--- src/rtl/icache_intc_req_arb_rr.sv ---
// Round-robin fetch-request arbiter merging N_CORES ports onto one cache-bank port.
// Define ICACHE_INTC_REQ_ARB_OUT_REG_EN to insert a one-entry registered output slice.
module icache_intc_req_arb_rr #(
    parameter  int unsigned N_CORES       = 16,
    parameter  int unsigned ADDRESS_WIDTH = 32,
    parameter  int unsigned UID_WIDTH     = 20,
    localparam int unsigned IDX_W         = (N_CORES > 1) ? $clog2(N_CORES) : 1
) (
    input  logic                               clk_i,
    input  logic                               rst_ni,
    input  logic [N_CORES-1:0]                 request_i,
    input  logic [N_CORES*ADDRESS_WIDTH-1:0]   address_i,
    input  logic [N_CORES*UID_WIDTH-1:0]       UID_i,
    output logic [N_CORES-1:0]                 grant_o,
    output logic                               request_o,
    output logic [ADDRESS_WIDTH-1:0]           address_o,
    output logic [UID_WIDTH-1:0]               UID_o,
    output logic [IDX_W-1:0]                   port_id_o,
    input  logic                               grant_i
);

    localparam int unsigned CW = IDX_W + 1;

    logic [IDX_W-1:0]         rr_ptr_q;
    logic [IDX_W-1:0]         win_idx;
    logic [IDX_W-1:0]         ptr_nxt;
    logic                     win_valid;
    logic                     req_any;
    logic                     up_grant;
    logic [ADDRESS_WIDTH-1:0] win_addr;
    logic [UID_WIDTH-1:0]     win_uid;

    logic [ADDRESS_WIDTH-1:0] addr_arr [N_CORES];
    logic [UID_WIDTH-1:0]     uid_arr  [N_CORES];

    for (genvar g = 0; g < N_CORES; g++) begin : g_unpack
        assign addr_arr[g] = address_i[g*ADDRESS_WIDTH +: ADDRESS_WIDTH];
        assign uid_arr[g]  = UID_i[g*UID_WIDTH +: UID_WIDTH];
    end

    // Scan upward from rr_ptr, wrapping at N_CORES-1; first requester wins.
    always_comb begin
        logic [CW-1:0] cand;
        win_valid = 1'b0;
        win_idx   = '0;
        cand      = '0;
        for (int unsigned off = 0; off < N_CORES; off++) begin
            cand = {1'b0, rr_ptr_q} + CW'(off);
            if (cand >= CW'(N_CORES)) begin
                cand = cand - CW'(N_CORES);
            end
            if (!win_valid && request_i[cand[IDX_W-1:0]]) begin
                win_valid = 1'b1;
                win_idx   = cand[IDX_W-1:0];
            end
        end
    end

    assign win_addr = addr_arr[win_idx];
    assign win_uid  = uid_arr[win_idx];
    assign ptr_nxt  = (win_idx == IDX_W'(N_CORES - 1)) ? '0 : win_idx + 1'b1;

    // Gating with rst_ni keeps every output, including grants, at zero during reset.
    assign req_any = win_valid & rst_ni;

    always_comb begin
        grant_o = '0;
        if (up_grant) begin
            grant_o[win_idx] = 1'b1;
        end
    end

    always_ff @(posedge clk_i or negedge rst_ni) begin
        if (!rst_ni) begin
            rr_ptr_q <= '0;
        end else if (up_grant) begin
            rr_ptr_q <= ptr_nxt;
        end
    end

`ifdef ICACHE_INTC_REQ_ARB_OUT_REG_EN

    logic                     valid_q;
    logic [ADDRESS_WIDTH-1:0] addr_q;
    logic [UID_WIDTH-1:0]     uid_q;
    logic [IDX_W-1:0]         id_q;

    assign up_grant = req_any & (!valid_q | grant_i);

    // A drained slot with nothing to load is zeroed so idle outputs read as 0.
    always_ff @(posedge clk_i or negedge rst_ni) begin
        if (!rst_ni) begin
            valid_q <= 1'b0;
            addr_q  <= '0;
            uid_q   <= '0;
            id_q    <= '0;
        end else if (up_grant) begin
            valid_q <= 1'b1;
            addr_q  <= win_addr;
            uid_q   <= win_uid;
            id_q    <= win_idx;
        end else if (grant_i) begin
            valid_q <= 1'b0;
            addr_q  <= '0;
            uid_q   <= '0;
            id_q    <= '0;
        end
    end

    assign request_o = valid_q;
    assign address_o = addr_q;
    assign UID_o     = uid_q;
    assign port_id_o = id_q;

`else

    assign up_grant  = req_any & grant_i;
    assign request_o = req_any;
    assign address_o = req_any ? win_addr : '0;
    assign UID_o     = req_any ? win_uid  : '0;
    assign port_id_o = req_any ? win_idx  : '0;

`endif

endmodule

--- config.mk ---
export PLATFORM = sky130hd
export DESIGN_NAME = icache_intc_req_arb_rr
export DESIGN_NICKNAME = d
export VERILOG_FILES = /design/src/rtl/icache_intc_req_arb_rr.sv
export SDC_FILE = /design/constraint.sdc
export NUM_CORES = 1
export LEC_CHECK = 0
export BUFFER_PORTS_ARGS = -buffer_cell sky130_fd_sc_hd__buf_2
export CORE_AREA = 2 2 355 357
export CTS_CLUSTER_SIZE = 30
export DETAILED_ROUTE_END_ITERATION = 8
export DIE_AREA = 0 0 357 359
export GPL_ROUTABILITY_DRIVEN = 0
export HOLD_SLACK_MARGIN = 0.15
export SYNTH_ARGS = -nofsm -noshare
export SYNTH_HDL_FRONTEND = slang
export SYNTH_SLANG_ARGS = --single-unit
--- constraint.sdc ---
create_clock -name clk_i -period 7.7 [get_ports clk_i]
set_input_delay 0.77 -clock clk_i [delete_from_list [all_inputs] [get_ports clk_i]]
set_output_delay 0.77 -clock clk_i [all_outputs]
set_load 0.005 [all_outputs]
==> impl_results.md, run 1 <==
* CORE AREA at between 0.1 and 0.15 sq mm
* Filler instances at 14440
* FP Rows at 130
* Die W at approximately 360 um
* Area of the mapped netlist at approximately 0.011 sq mm
* CP Max Fanout at 30
* Post-synth cell types at 74
* # setup viols final at 0
* Maxcap violations at 0
* Tightest Pin Transition at 1.126 ns
* R2R setup slack at approximately 2.5 ns
* Routed len/inst at about 24 um
* Final ANT Viol Nets at 0
* Largest family of logic cells by synthesized area: compound AO/OA/AOI/OAI gates
* Post-DR vias/cell at ~4.4
* Final Cycle Share at 92.52%
* Post-Route WL at 96870 um
* RSZ-0062 raised after global routing: false
* Cells after Synth at 1569
* Clock Tree Root: clkbuf_16
* Post-Synthesis Net Count at around 2400
* Setup Crit Path Kind: flop to output port
* Clock buffer depth at 2
* Critical path launch point: rr_ptr_q[3]
* Type of the most critical hold path: input pin to async pin
* Pin count of the biggest net entering global routing at 83
* Fraction of layout cells with a size suffix above 1 at between 40% and 50%
* Layout area overhead at 64.88%
* Synth Area per Inst at a little under 7 sq um
* Final min period at 7.124 ns
* R2r worst-path depth at 15
* Crit path capture type: output port
* Simple-Gate Fraction of Synth Area at a little over a fifth
* Initial antenna violation count at 48
* Met2 WL at 42000 um
* CP max stage delay at 0.88 ns
* Footprint of the multi-input gates at roughly 0.01 sq mm
* CTS resizes at 0
* Rel. slew slack at 24.37%
* DRT iter0 DRCs at about 2500
* Fin util at 14.08%
* Die Span Y at 359 um
* Leading registers by flop count: rr_ptr_q (4)
* Register area at about 100 sq um
* Fmax at 140.4 MHz
* Pins Over Slew Limit at 0
* Final #Nets at 3260
* TritonCTS Sinks at 4
* Overflow after GRT at 0
* Top reg by flops: rr_ptr_q
* CTS tree: built
* Top-Level Pins at 924
* Highest metal layer with signal wires: met5
* Drc violations at 0
* Starting Density at 8.542%
* Final HPWL DP at 81140 um
* Adder-cell share of the synthesized area at 1.293%
* Mux share of post-synthesis cell area at a little under a third
* Critical path's slowest cell: dfrtp_1
* Pre-CTS WS at 0.7792 ns
* Worst skew pair latency at 0.23 ns
* Ys async rst share at 100.0%
* Vias in the first global route at between 15000 and 20000
* Top FF cell, synth: dfrtp_1
* Critical Path End: address_o[6]
* Register bit count reported by yosys at 4
* Buffers and inverters on the worst path at 4
* First-pass GRT wire length at 127300 um
* CP required at 6.93 ns
* H-tree levels at 1
* Total number of vias at 17970
* WP data arrival at 6.35 ns
* EDFF count, synth at 0
* Reg-to-Reg Start: rr_ptr_q[1]
* Worst-path clk slew at about 0.03 ns
* Worst Setup Slack, final at 0.5760 ns
* PortBufs at approximately 920
* Clock Skews at 0.001383 ns
* Seq/Total Area, Yosys at 0.9405%
* Setup_tns at 0 ns
* Outcome: finished, final reports clean
* Largest delay share family, worst path: buffers and inverters
* Hold Fails Final Rpt at 0
* Worst Setup Start Kind: flop
* CTS Hold Bufs at 0
* XOR/XNOR share of the synthesized area at 1.058%
* M1 WL at between 30000 and 40000 um
* R2R Path End: rr_ptr_q[2]
* Max reg flops at 4
* Setup Buffers After CTS at 0
* Yosys warns at 0
* Pre-antenna DRT Iters at 8
* Gr usage total at 13.88%
* Cells along the critical path: clkinv_1 -> xnor2_2 -> mux2_2 -> nand3_1 -> or3_1 -> a21oi_1 -> a21oi_1 -> o21ai_4 -> buf_12 -> buf_4 -> mux2_2 -> a32oi_1 -> nand4b_1 -> buf_2
* Complex-gate fraction of the synthesized area at 35.27%
* CTS buffer count at 3
* Die area at roughly 0.13 sq mm
* Number of stages on the worst setup path at 14
* Routed met3 length at 12260 um
## area by class of cell
cell class                      instances  share of cell area, %
Inverter                               14                 0.2995
Timing Repair Buffer                 1001                  31.09
Multi-Input combinational cell       1374                  55.52
Antenna cell                           23                 0.3280
Tap cell                             1650                  11.76
Sequential cell                         4                 0.5704
Clock buffer                            3                 0.4278
## worst min path at each step
| stage | to | startpoint | depth (start not counted) | slack (ns) |
|---|---|---|---|---|
| 6_report | rr_ptr_q[1] | rst_ni | 1 | 0.36 |
| 5_1_grt | rr_ptr_q[3] | rst_ni | 1 | 0.37 |
| 4_1_cts | rr_ptr_q[1] | rst_ni | 1 | 0.36 |
| 3_5_place_dp | rr_ptr_q[2] | rst_ni | 1 | 0.60 |
| 3_3_place_gp | rr_ptr_q[0] | rst_ni | 1 | 0.60 |
| 2_1_floorplan | rr_ptr_q[0] | rst_ni | 0 | 0.47 |
## cell usage after synthesis, drive strengths merged (3+ instances only)
master	number	area, sq um
o21ai	175	879.6
mux4	20	450.4
nor2b	4	25.02
a21oi	232	1169
and2	4	25.03
nand3	12	65.06
inv	12	45.04
xor2	3	26.28
nor4	4	37.53
ha	11	137.6
xnor2	9	86.34
o211ai	54	405.4
mux2	130	1464
buf	100	551.8
nor3	169	855.8
clkbuf	77	292.8
o31ai	3	27.52
a2111oi	4	36.29
or2	3	18.77
nand4	3	18.77
dfrtp	4	100.1
nand2b	5	31.28
nand2	141	531.8
or3	3	23.77
o22a	53	464.2
o21a	4	30.03
nand4b	53	464.2
nor2	43	161.4
and3	4	25.02
mux2i	138	1406
a31oi	5	31.28
o22ai	4	25.02
a32oi	54	473.0
## metrics by stage
stage	cell area [sq um]	cells	hold WS, ns
global placement	17420	4043	0.5964
CTS	17490	4046	0.3607
global route	17530	4062	0.3666
detailed placement	17420	4043	0.5982
finish	17550	4069	0.3592
floorplan	10640	1569	0.4744
## cells in the final DEF (no fill, tap or decap), types with 9 or more instances in the layout
master,instances
buf_4,58
diode_2,23
o211ai_1,54
a21oi_1,230
nand2_1,139
mux2_1,18
buf_12,20
nor3_1,166
nand3_1,9
a32oi_1,54
o21ai_1,10
buf_2,923
inv_1,12
nand4b_1,53
o21ai_0,163
ha_1,11
nor2_1,43
mux2i_1,136
mux2_2,112
mux4_2,20
o22a_1,53
## metal layers
layer  vias to the layer above  track usage, %
met2                      1571           21.85
met3                       251           4.289
met1                      8361           17.48
met4                        18           5.487
met5                         -          0.3396
li1                       7764               -
## kinds of logic after synthesis
family,count (synthesis)
flops,4
mux,288
buf+inv,191
fa+ha+maj,11
xor+xnor,12
simple gates,452
compound gates,611
Power of run 1 is not shown: default switching activity piles up to over one toggle a cycle in this logic, so the estimate is an artifact.
==> inputs of run 2 (changes only) <==
- ABC_CLOCK_PERIOD_IN_PS: default -> 8500
- CORE_AREA: 2 2 355 357 -> 2 2 363 365
- DIE_AREA: 0 0 357 359 -> 0 0 365 367
- clock period: 7.7 -> 8.5 ns (I/O delays scaled with it)
==> impl_results.md, run 2 (synthesis results as in run 1) <==
* Critical Path End: UID_o[10]
* Drc violations at 0
* Met2 Usage GRT at 23.88%
* Initial antenna violation count at 64
* Type of the most critical hold path: input pin to async pin
* Max reg flops at 4
* Final ANT Viol Nets at 0
* Post-DR vias/cell at 4.313
* Routed len/inst at 24.88 um
* Top reg by flops: rr_ptr_q
* Leading registers by flop count: rr_ptr_q (4)
* FP Rows at ~130
* First-pass GRT wire length at 134000 um
* Total number of vias at 18010
* Pin count of the biggest net entering global routing at 89
* CP required at around 7.7 ns
* Critical path's slowest cell: dfrtp_1
* Maxcap violations at 0
* R2R setup slack at 2.33 ns
* Final min period at 8.232 ns
* Register area at 100.1 sq um
* Final hold slack at roughly 0.44 ns
* Final Cycle Share at roughly 97%
* Die W at around 370 um
* Pins Over Slew Limit at 0
* Critical path's most frequent cell: mux2_2
* Largest delay share family, worst path: simple AND/OR/NAND/NOR gates
* Filler instances at around 15000
* Final HPWL DP at 87220 um
* Fmax at 121.5 MHz
* Commonest non-fill, non-tap cells in the layout: 923 x buf_2, 230 x a21oi_1, 166 x nor3_1, 163 x o21ai_0, 139 x nand2_1
* Hold Fails Final Rpt at 0
* CTS buffer count at 3
* Critical path launch point: rr_ptr_q[1]
* Most common cell after layout, fill and taps aside: buf_2
* Clock Tree Root: clkbuf_16
* Post-Route WL at approximately 100000 um
* Rel. slew slack at between 15 and 20%
* Met1 usage at 17.80%
* Routing usage on met3 at 3.513%
* Overflow after GRT at 0
* Gr usage total at around 14%
* R2R Path End: rr_ptr_q[3]
* # setup viols final at 0
* Fraction of layout cells with a size suffix above 1 at 48.84%
* Pre-antenna DRT Iters at 8
* Tightest Pin Transition at between 1 and 1.5 ns
* Worst Setup Start Kind: flop
* Top-Level Pins at 924
* Reg-to-Reg Start: rr_ptr_q[1]
* GR peak layer: met2
* TritonCTS Sinks at 4
* CP Max Fanout at 22
* Clock Skews at between 0.002 and 0.003 ns
* Worst skew pair latency at around 0.23 ns
* Starting Density at 8.158%
* CP max stage delay at 0.88 ns
* Clock buffer depth at 2
* PortBufs at 923
* DRT iter0 DRCs at 2191
* Die Span Y at roughly 370 um
* Crit path capture type: output port
* H-tree levels at 1
* Layout area overhead at 66.45%
* WP data arrival at 7.38 ns
* Outcome: finished, final reports clean
* Setup Crit Path Kind: flop to output port
* Footprint of the multi-input gates at 0.009746 sq mm
* R2r worst-path depth at 13
* Worst-path clk slew at ~0.030 ns
* Setup_tns at 0 ns
* Final #Nets at 3268
* CORE AREA at 0.1305 sq mm
* Buffers and inverters on the worst path at 4
* CTS tree: built
* Cells along the critical path: inv_1 -> ha_2 -> mux4_2 -> mux2_2 -> mux2_2 -> or3b_4 -> or3_4 -> nor4_1 -> o21a_4 -> buf_12 -> buf_4 -> nor3_1 -> o21ai_0 -> o211ai_1 -> nand4b_1 -> buf_2
* Number of stages on the worst setup path at 16
* RSZ-0062 raised after global routing: false
* Vias in the first global route at between 15000 and 20000
* Die area at between 0.1 and 0.15 sq mm
[run 2: cell types whose count changed in the layout (fill, tap and decap cells not counted), sizes merged]
cell   delta
diode     -6
buf       +8
[run 2: timing repair]
| action | 4_1_cts | 5_1_grt |
|---|---|---|
| endpoints found under the hold margin | 0 | 0 |
| endpoints found under the setup margin | 0 | 4 |
| hold buffers | 0 | 0 |
| resized for setup | 0 | 1 |
| setup buffers | 0 | 0 |
[run 2: layer usage]
metal  vias up  part of all wire [%]
li1       7770                     -
met1      8443                    39
met2      1491                    46
met3       276                    11
met4        32                   4.0
met5         -                  0.20
[run 2: area by class of cell]
class                   instances  area share (%)
inverters                      14          0.2967
flip-flops and latches          4          0.5651
well taps                    1755           12.40
diodes                         17          0.2401
multi-input cells            1374           55.01
repair buffers               1009           31.06
clock buffers                   3          0.4238
[run 2: worst min path at each step]
stage / from / to / slack, ns / cells after the start
6_report: rst_ni / rr_ptr_q[2] / 0.44 / 1
3_3_place_gp: rst_ni / rr_ptr_q[0] / 0.68 / 1
4_1_cts: rst_ni / rr_ptr_q[2] / 0.44 / 1
2_1_floorplan: rst_ni / rr_ptr_q[0] / 0.55 / 0
5_1_grt: rst_ni / rr_ptr_q[2] / 0.45 / 1
3_5_place_dp: rst_ni / rr_ptr_q[0] / 0.68 / 1
[run 2: worst reg2reg max path, cell delays in order (launching register included)]
cell      delay, ns
dfrtp_1        0.88
inv_1          0.32
ha_2           0.69
mux4_2         0.65
mux2i_1        0.31
mux2_2         0.35
nand3_1        0.33
or3_1          0.52
a311oi_1       0.51
o21a_4         0.64
buf_4          0.33
nand2_1        0.15
o21a_1         0.22
a32oi_1        0.18
[run 2: stage by stage]
stage                     setup WS [ns]  instance area [sq um]  instances  util (%)
after floorplan                   2.523                  10640       1569         -
after global placement           0.5860                  17590       4156     13.49
after detailed placement         0.4730                  17590       4156     13.49
after CTS                        0.2170                  17670       4159     13.54
after global routing           0.009704                  17690       4168     13.56
final                            0.2676                  17710       4176     13.58
Power of run 2 is left out for the same reason.
